File: config.mk
export PLATFORM = sky130hd
export DESIGN_NAME = mem_arbiter
export DESIGN_NICKNAME = d
export VERILOG_FILES = /design/src/rtl/mem_arbiter.sv
export SDC_FILE = /design/constraint.sdc
export NUM_CORES = 1
export LEC_CHECK = 0
export ABC_AREA = 1
export ABC_CLOCK_PERIOD_IN_PS = 4300
export CORE_AREA = 2 2 121 123
export DETAILED_ROUTE_END_ITERATION = 8
export DIE_AREA = 0 0 123 125
export GPL_ROUTABILITY_DRIVEN = 1
export PLACE_DENSITY = 0.57
export SLEW_MARGIN = 20
export SYNTH_ARGS = -nofsm -noshare
export SYNTH_HDL_FRONTEND = slang
export SYNTH_SLANG_ARGS = --single-unit
File: constraint.sdc
create_clock -name clk -period 4.3 [get_ports clk]
set_clock_uncertainty 0.1 [all_clocks]
set_input_delay 0.645 -clock clk [delete_from_list [all_inputs] [get_ports clk]]
set_output_delay 0.645 -clock clk [all_outputs]
set_load 0.01 [all_outputs]
File: src/rtl/mem_arbiter.sv
// Shares one memory port between the instruction-fetch and data valid/ready interfaces.
// The grant is held until the slave completes, and imem waits at most STARVE_LIMIT dmem grants.
module mem_arbiter #(
  parameter int ADDR_WIDTH    = 32,
  parameter int DATA_WIDTH    = 32,
  parameter bit DMEM_PRIORITY = 1'b1,
  parameter int STARVE_LIMIT  = 4
) (
  input  logic                    clk,
  input  logic                    rst_n,
  input  logic                    imem_valid_i,
  output logic                    imem_ready_o,
  input  logic [ADDR_WIDTH-1:0]   imem_addr_i,
  input  logic [DATA_WIDTH-1:0]   imem_wdata_i,
  input  logic [DATA_WIDTH/8-1:0] imem_we_i,
  output logic [DATA_WIDTH-1:0]   imem_rdata_o,
  input  logic                    dmem_valid_i,
  output logic                    dmem_ready_o,
  input  logic [ADDR_WIDTH-1:0]   dmem_addr_i,
  input  logic [DATA_WIDTH-1:0]   dmem_wdata_i,
  input  logic [DATA_WIDTH/8-1:0] dmem_we_i,
  output logic [DATA_WIDTH-1:0]   dmem_rdata_o,
  output logic                    mem_valid_o,
  input  logic                    mem_ready_i,
  output logic [ADDR_WIDTH-1:0]   mem_addr_o,
  output logic [DATA_WIDTH-1:0]   mem_wdata_o,
  output logic [DATA_WIDTH/8-1:0] mem_we_o,
  input  logic [DATA_WIDTH-1:0]   mem_rdata_i,
  output logic                    busy_o
);

  // state  | meaning
  // IDLE   | no transaction held; owner is this cycle's combinational winner
  // LOCK_I | imem request issued, waiting for mem_ready_i
  // LOCK_D | dmem request issued, waiting for mem_ready_i
  typedef enum logic [1:0] {
    IDLE   = 2'd0,
    LOCK_I = 2'd1,
    LOCK_D = 2'd2
  } state_t;

  localparam int CW = $clog2(STARVE_LIMIT + 1);
  localparam logic [CW-1:0] LIMIT = CW'(STARVE_LIMIT);

  state_t state, state_nxt;
  logic [CW-1:0] starve_cnt;
  logic own_i, own_d;

  always_ff @(posedge clk or negedge rst_n) begin
    if (!rst_n) begin
      state      <= IDLE;
      starve_cnt <= '0;
    end else begin
      state <= state_nxt;
      if (!imem_valid_i)
        starve_cnt <= '0;
      else if (imem_ready_o)
        starve_cnt <= '0;
      else if (dmem_ready_o && starve_cnt != LIMIT)
        starve_cnt <= starve_cnt + 1'b1;
    end
  end

  always_comb begin
    own_i     = 1'b0;
    own_d     = 1'b0;
    state_nxt = state;
    case (state)
      IDLE: begin
        if (imem_valid_i && dmem_valid_i) begin
          // Starvation bound overrides the static tie-break.
          if (starve_cnt == LIMIT) own_i = 1'b1;
          else if (DMEM_PRIORITY)  own_d = 1'b1;
          else                     own_i = 1'b1;
        end else begin
          own_i = imem_valid_i;
          own_d = dmem_valid_i;
        end
        if (!mem_ready_i) begin
          if (own_i)      state_nxt = LOCK_I;
          else if (own_d) state_nxt = LOCK_D;
        end
      end
      LOCK_I: begin
        own_i = 1'b1;
        if (!imem_valid_i || mem_ready_i) state_nxt = IDLE;
      end
      LOCK_D: begin
        own_d = 1'b1;
        if (!dmem_valid_i || mem_ready_i) state_nxt = IDLE;
      end
      default: state_nxt = IDLE;
    endcase
  end

  always_comb begin
    mem_valid_o = 1'b0;
    mem_addr_o  = '0;
    mem_wdata_o = '0;
    mem_we_o    = '0;
    if (own_i) begin
      mem_valid_o = imem_valid_i;
      mem_addr_o  = imem_addr_i;
      mem_wdata_o = imem_wdata_i;
      mem_we_o    = imem_we_i;
    end else if (own_d) begin
      mem_valid_o = dmem_valid_i;
      mem_addr_o  = dmem_addr_i;
      mem_wdata_o = dmem_wdata_i;
      mem_we_o    = dmem_we_i;
    end
  end

  assign imem_ready_o = mem_ready_i & own_i & imem_valid_i;
  assign dmem_ready_o = mem_ready_i & own_d & dmem_valid_i;
  assign imem_rdata_o = mem_rdata_i;
  assign dmem_rdata_o = mem_rdata_i;
  assign busy_o       = (state != IDLE);

endmodule

* After elaboration in Yosys (flattened, before gate mapping)
Cells that the tools add are included.
** Cells by class
- Add/subtract/negate cells :: 1
- Equality and inequality tests :: 9
- Multiplexer cells :: 25
- Bitwise logic cells :: 4
- Reduce and logical (&&, ||, !) cells :: 9
** Operators by type and width (count)
- two-way mux 32 bit :: 4
- two-way mux 2 bit :: 5
- two-way mux 3 bit :: 3
- two-way mux 1 bit :: 8
- two-way mux 4 bit :: 2
- != test 2 bit, second input constant :: 3
- != test 3 bit, second input constant :: 2
- case mux 2 bit (3 select lines) :: 1
- AND 1 bit :: 4
- case mux 1 bit (2 select lines) :: 2
- AND reduction 4 bit :: 1
- adder 3 x 1 -> 3 bit, second input constant :: 1
- equality test 3 bit, second input constant :: 1
- != test 3 x 1 -> 1 bit, second input constant :: 1
- equality test 2 x 1 -> 1 bit, second input constant :: 1
- equality test 2 bit, second input constant :: 1
- logical AND 1 bit :: 2
- zero test 1 bit :: 2
- zero test 2 bit :: 1
- logical OR 1 bit :: 2
- nonzero test 2 bit :: 1
** Storage, ports and cells
- Register bits :: 5
- Input port bits :: 173
- Output and inout port bits :: 136
- Word-level logic and storage cells :: 50

* Depth between registers and ports, before layout
Gate-level depths: netlist of the first run.
- Depth after elaboration :: 11
- Gate-level depth with buffers :: 10
- Mapped depth without buffers :: 9

* Worst setup path after synthesis of the first run
No wires, ideal clock.
- Path type :: in2out
- Start point :: input imem_valid_i
- End point :: output mem_addr_o[0]
- Arrival time :: 1.448 ns
- Data required time :: 3.555 ns
- Setup slack :: 2.107 ns
- Stages on the path :: 4
- Path buffers :: 1
- Path through :: inv_1 o31ai_4 clkbuf_1 o21ai_0
** Between the ends
- Longest elaborated chain between the ends :: 6
- Elaborated cells on any way between the ends :: 9
- Those cells by class :: mux (8); reduce/logical (1)
** RTL lines
- from (decl) :: line 11 : input logic imem_valid_i,
- logical AND 1 bit :: line 70 : if (imem_valid_i && dmem_valid_i) begin
- two-way mux 1 bit :: line 70
- two-way mux 1 bit :: line 68 : case (state)
- case mux 1 bit (2 select lines) :: line 68
- two-way mux 32 bit :: line 106 : end else if (own_d) begin
- two-way mux 32 bit * :: line 101 : if (own_i) begin
- to (decl) :: line 25 : output logic [ADDR_WIDTH-1:0] mem_addr_o,
Every way passes the cells marked *; elsewhere a longest branch is shown, timed or not. The select of a mux whose other input is x is not followed.

* Worst setup path after layout of the first run
Ends and elaborated chain as after synthesis.

==> summary.txt, run 1 <==
Worst setup path
  • Setup crit end kind: primary output
  • Worst reg2reg startpoint: starve_cnt[0]
  • Max incr delay on CP: 0.52 ns
  • Reg-to-reg setup timing slack: 2.47 ns
  • Worst path arrival time: 2.66 ns
  • Cell depth of the worst setup path: 6
  • Critical Path Slowest Stage Cell: clkdlybuf4s50_1
  • CP Data Required Time: 3.56 ns
  • Critical-path maximum fanout: 39
  • CP most frequent cell: clkdlybuf4s50_1
  • WP buf/inv: 4
  • Critical Path Start: imem_valid_i
  • Worst R2R End: starve_cnt[2]
  • CP Class: in2out
  • CP delay by family, top: buffers and inverters
  • Cells on worst reg2reg path: 10
  • Crit-path cells: clkdlybuf4s50_1 > inv_1 > o31ai_4 > buf_4 > o21ai_0 > clkdlybuf4s50_1
  • Worst setup SP type: input pin

STA
  • Worst hold margin: 0.4418 ns
  • Fin. Hold Viols: 0
  • Fmax: 0.2933 GHz
  • # setup viols final: 0
  • Final Cycle Share: 0.7928
  • Tmin final: 3.409 ns
  • Worst Tran Pin Value: 0.4469 ns
  • Max Slew Vio Count: 0
  • Slew margin rel.: 0.7021
  • Unrepaired setup endpoints after global routing: no
  • Setup TNS: 0 ns

CTS
  • Hold bufs inserted after CTS: 0
  • CTS tree: built
  • CTS clock-pin slew for the worst setup and hold paths: 0.03 ns
  • # resized after CTS: 0
  • H-tree depth: 1
  • Root Driver: clkbuf_16
  • Clock latency on the worst-skew pair: 0.23 ns
  • Cts bufs inserted: 3
  • Post-CTS Setup Bufs: 0
  • Sink Count: 5
  • Clk buf depth: 2

Global routing
  • Largest net degree at the start of global routing: 40
  • First-pass GRT wire length: 11530 µm
  • Vias in the first global route: 2345
  • Overflow left after global routing: 0
  • All-Layer GR Usage: 0.09364
  • Initial antenna violation count: 0

Logic synthesis
  • Ys Warns: 0
  • Adder-Cell Fraction of Synth Area: 0.01365
  • Ys async rst share: 1.000
  • Post-synthesis mux area share: 0
  • Predominant post-synthesis flop cell: dfrtp_1
  • Synth top area share: 0.2662
  • Flops & latches, synth: 5
  • Gate count of the mapped netlist: 334
  • Post-synthesis compound-gate area fraction: 0.2362
  • Syn_area_per_cell: 5.488 µm²
  • Register area share after synthesis: 0.06826
  • Post-Synth Simple-Gate Area: 0.2020
  • Synth area leaders: buf_4 (27%), inv_1 (16%), nand2_1 (16%), o21ai_0 (16%), dfrtp_1 (6.8%)
  • Synthesized cell area: 1833 µm²
  • Synth Area in XOR/XNOR: 0.004778
  • Synth Net Count: 509
  • Cell accounting for the most synthesized area: buf_4
  • Number of synthesized flops with an enable pin: 0
  • Commonest cells in the netlist: inv_1 (79), nand2_1 (79), buf_4 (65)
  • Synth unique cells: 24
  • Largest family of logic cells by synthesized area: buffers and inverters

Hold path
  • WHS Endpoint: starve_cnt[2]
  • Worst hold stages: 3
  • Hold path start: starve_cnt[2]
  • Hold Crit Class: reg2reg

Floorplanning
  • Row count: 44
  • Core ar.: 14200 µm²
  • Initial Util: 0.1291
  • Die Wd: 123 µm
  • IO Count: 309
  • Full die area: 15380 µm²
  • Die height: 125 µm

Detailed routing
  • Detail Route Antenna Nets: 0
  • Pre-antenna DRT Iters: 4
  • Routed len/inst: 11.78 µm
  • Drt total wl: 7776 µm
  • Vias post-DR: 2382
  • Via-per-instance ratio: 3.609
  • Iter 0 DRT Violations: 45
  • # DRC: 0

Pwr
  • Pwr/cell area: 185.8 nW/µm²
  • Max IR drop VDD: 0.00008908 V
  • Leakage: 1.628 nW

Cells and area
  • Synthesis-to-finish area growth: 103.1%
  • Final antenna diode count: 0
  • Final nets: 652
  • Footprint of the multi-input gates: 837.1 µm²
  • Number of fillers in the final layout: 1597
  • Sequential cell area: 125.1 µm²
  • Share of layout cells above drive strength 1: 0.04622

Place
  • Final HPWL DP: 6650 µm
  • Buffers added on ports: 212
  • Placer Congestion: 0.7294

Job
  • Max Cap Viol: 0

Status
  • Run status: completed
[layout make-up]
class	instances	area share
Clock buffer	4	0.02117
Sequential cell	5	0.03360
Multi-Input combinational cell	171	0.2248
Tap cell	184	0.06183
Timing Repair Buffer	216	0.5780
Inverter	80	0.08065
[worst max-delay path by stage]
stage / endpoint / slack [ns]
detailed placement: mem_addr_o[17] / 0.88
global placement: mem_addr_o[17] / 0.88
floorplan: mem_addr_o[0] / 2.11
CTS: mem_addr_o[0] / 0.87
global route: mem_addr_o[0] / 0.74
finish: mem_addr_o[0] / 0.89
[cells by family after synthesis]
kind of cell | count (synthesis)
DFF | 5
xor gates and xnor gates | 1
adders and majority gates | 2
and+or+nand+nor | 94
AOI/OAI and AO/OA | 74
buffers and inverters | 158
[flip-flops by register name (all words and copies together), names as in the netlist]
| signal | count |
|---|---|
| starve_cnt | 3 |
| state | 2 |
[metal layers]
| layer | GRT usage | share of wire | wire length [µm] | up-vias |
|---|---|---|---|---|
| met5 | 0 | 0 | 0 | - |
| met4 | 0.02406 | 0.018 | 140 | 0 |
| met3 | 0.03102 | 0.12 | 964 | 23 |
| met2 | 0.1696 | 0.49 | 3782 | 153 |
| met1 | 0.1036 | 0.37 | 2889 | 990 |
| li1 | - | - | - | 1216 |
[metrics by stage]
step / std cells / setup slack (ns) / power [mW] / instance area (µm²) / util
after global placement: 656 / 0.8814 / 0.5442 / 3645 / 0.2566
after CTS: 660 / 0.8718 / 0.7022 / 3724 / 0.2622
after detailed placement: 656 / 0.8763 / 0.5442 / 3645 / 0.2566
after global routing: 660 / 0.7394 / 0.7396 / 3724 / 0.2622
after floorplan: 334 / 2.107 / 0.2871 / 1833 / -
final: 660 / 0.8908 / 0.6919 / 3724 / 0.2622
[report_power, final]
| group | switching [mW] | internal, mW | total [mW] |
|---|---|---|---|
| combinational | 0.195 | 0.289 | 0.484 |
| clock | 0.0308 | 0.123 | 0.154 |
| sequential | 0.00431 | 0.0500 | 0.0543 |
[layout by cell type (no fill, tap or decap)]
master and instances:
clkdlybuf4s50_1 212, inv_1 79, nand2_1 79, o21ai_0 59
o21ai_2 11, nor2_1 7, dfrtp_1 5, nand4_1 4
buf_4 4, clkbuf_16 3, ha_1 2, nor2_2 1
inv_2 1, o31ai_4 1, nand3_1 1, nand2_2 1
nor3_1 1, o21bai_1 1, xor2_1 1, a21oi_1 1
o31ai_1 1, clkbuf_1 1
[worst min-delay path, cell delays in order (launching register included)]
cell and delay (ns):
dfrtp_1 0.35, nand2_1 0.06, nand2_1 0.06, nor2_1 0.03
No activity file was read; power rests on OpenSTA's default activity.
==> inputs of run 2 (changes only) <==
ABC_CLOCK_PERIOD_IN_PS = 2800   (was 4300)
PLACE_DENSITY = 0.59   (was 0.57)
clock period = 2.8 ns   (was 4.3 ns; I/O delays follow)
==> summary.txt, run 2 (synthesis gave the netlist of run 1 again) <==
Worst setup path
  • Worst setup SP type: register
  • CP Class: reg2out
  • Critical Path Slowest Stage Cell: clkdlybuf4s50_1
  • Crit-path cells: inv_1 > ha_1 > nand2_2 > nand2_1 > nand3_1 > nand2_4 > buf_12 > nand2_1 > o21ai_0 > clkdlybuf4s50_1
  • Setup crit end kind: primary output
  • Worst path arrival time: 2.19 ns (-0.47 ns)
  • Max incr delay on CP: 0.56 ns (+0.04 ns)
  • CP delay by family, top: buffers and inverters
  • CP Data Required Time: 2.28 ns (-1.28 ns)
  • Critical-path maximum fanout: 37 (-5.1%)
  • WP buf/inv: 3 (-1)
  • CP most frequent cell: nand2_1

Place
  • Placer Congestion: 0.7245 (-0.67%)
  • Final HPWL DP: 6227 µm (-6.4%)
  • DP Area: 3710 µm² (+1.8%)
  • Buffers added on ports: 212 (unchanged)
  • Place WS: -0.06849 ns (-0.9448 ns)

Global routing
  • Initial antenna violation count: 0 (unchanged)
  • All-Layer GR Usage: 0.08683 (-0.006813)
  • GRT busiest layer: met2
  • Overflow left after global routing: 0 (unchanged)
  • Met1 Use GR: 0.09782 (-0.005745)
  • Met2 Usage GRT: 0.1469 (-0.02275)
  • Largest net degree at the start of global routing: 38 (-5.0%)
  • First-pass GRT wire length: 10920 µm (-5.3%)
  • Vias in the first global route: 2201 (-6.1%)
  • Met3 global-route usage: 0.03513 (+0.004106)

STA
  • Worst Tran Pin Value: 0.3173 ns (-0.1296 ns)
  • Tmin final: 2.706 ns
  • Slew margin rel.: 0.7891 (+0.08704)
  • # setup viols final: 0 (unchanged)
  • Fin. Hold Viols: 0 (unchanged)
  • Final Cycle Share: 0.9664
  • Final Worst Setup Slack: 0.09408 ns (-0.7968 ns)
  • Max Slew Vio Count: 0 (unchanged)
  • Fmax: 0.3696 GHz

CTS
  • H-tree depth: 1 (unchanged)
  • Hold bufs inserted after CTS: 0 (unchanged)
  • CTS tree: built
  • Cts bufs inserted: 3 (unchanged)
  • Root Driver: clkbuf_16
  • CTS clock-pin slew for the worst setup and hold paths: 0.03 ns (about the same)
  • Clock latency on the worst-skew pair: 0.23 ns (about the same)
  • Sink Count: 5 (unchanged)
  • Clk buf depth: 2 (unchanged)

Pwr
  • Leakage: 2.436 nW (+50%)
  • Max IR drop VDD: 0.0001407 V (+58%)
  • Pwr/cell area: 264.6 nW/µm² (+42%)

Cells and area
  • Design area: 3999 µm² (+7.4%)
  • Synthesis-to-finish area growth: 118.2%
  • Most frequent cells in the layout: clkdlybuf4s50_1 (146), inv_1 (79), nand2_1 (78)
  • Number of fillers in the final layout: 1570 (-1.7%)
  • Biggest register: starve_cnt
  • Leading registers by flop count: starve_cnt: 3 flops, state: 2 flops
  • Final antenna diode count: 0 (unchanged)
  • Commonest non-fill, non-tap cell in the layout: clkdlybuf4s50_1
  • Max FFs per register: 3 (unchanged)
  • Share of layout cells above drive strength 1: 0.05625 (+0.01003)
  • Final nets: 656 (+0.61%)

Detailed routing
  • Via-per-instance ratio: 3.584 (-0.69%)
  • Pre-antenna DRT Iters: 4 (unchanged)
  • Routed len/inst: 11.46 µm (-2.7%)
  • Drt total wl: 7610 µm (-2.1%)
  • Vias post-DR: 2380 (-0.084%)
  • # DRC: 0 (unchanged)
  • Iter 0 DRT Violations: 42 (-6.7%)
  • Detail Route Antenna Nets: 0 (unchanged)

Status
  • Run status: completed

Floorplanning
  • Die Wd: 123 µm (unchanged)
  • Row count: 44 (unchanged)
  • Core ar.: 14200 µm² (unchanged)
  • Full die area: 15380 µm² (unchanged)
  • Initial Util: 0.1291 (unchanged)
  • IO Count: 309 (unchanged)
  • Die height: 125 µm (unchanged)

Hold path
  • Hold Crit Class: in2async

Job
  • Max Cap Viol: 0 (unchanged)
## run 2: cell types whose count changed in the layout (fill, tap and decap cells not counted), sizes merged
cell,before,now
dlymetal6s2s,0,64
buf,4,7
clkdlybuf4s50,212,146
clkbuf,4,5
dlygate4sd2,0,2
## run 2: layer usage
layer	vias to the layer above	share of wire	routed length (µm)
li1	1225	-	-
met1	966	0.35	2701
met2	164	0.48	3676
met3	25	0.13	1018
met4	0	0.028	214
met5	-	0	0
## run 2: worst register-to-register path, delay by kind of cell (launching register included)
family	cells	cell delay [ns]
buffers and inverters	2	0.26
DFF	1	0.39
adders and majority gates	1	0.16
and+or+nand+nor	7	0.70
## run 2: worst paths after layout
path | depth (start not counted) | start | slack (ns) | to
worst max-delay path | 10 | starve_cnt[0] | 0.09 | mem_addr_o[31]
worst max register to register | 10 | starve_cnt[0] | 1.10 | starve_cnt[2]
min in group clk | 3 | starve_cnt[2] | 0.45 | starve_cnt[2]
worst min-delay path | 1 | rst_n | 0.31 | starve_cnt[0]
worst min register to register | 3 | starve_cnt[2] | 0.45 | starve_cnt[2]
max in group asynchronous | 1 | rst_n | 2.10 | state[1]
## run 2: area by class of cell
cell class	count	area (µm²)	share of cell area
timing repair buffer	220	2420	0.6051
inverter	80	300.3	0.07509
multi-input combinational	171	844.6	0.2112
tap	184	230.2	0.05757
sequential	5	125.1	0.03129
clock buffer	4	78.83	0.01971
## run 2: power breakdown
group          internal [mW]  switching (mW)
registers             0.0768         0.00614
logic                  0.443           0.296
clock network          0.189          0.0468
## run 2: stage by stage
stage | hold slack, ns | setup TNS [ns] | power (mW) | std cells | utilization
2_1_floorplan | 0.02441 | 0 | 0.4409 | 334 | -
3_3_place_gp | 0.4304 | -0.07742 | 0.8497 | 658 | 0.2612
3_5_place_dp | 0.4314 | -0.06849 | 0.8490 | 658 | 0.2612
4_1_cts | 0.3217 | 0 | 1.087 | 662 | 0.2666
5_1_grt | 0.3352 | -0.01698 | 1.139 | 664 | 0.2815
6_report | 0.3149 | 0 | 1.058 | 664 | 0.2815
## run 2: timing repair
action                                  CTS  global route
pin swaps                                 0             0
buffers inserted                          0             1
endpoints found under the setup margin    2            68
resized for setup                         2            66
cloned                                    0             1
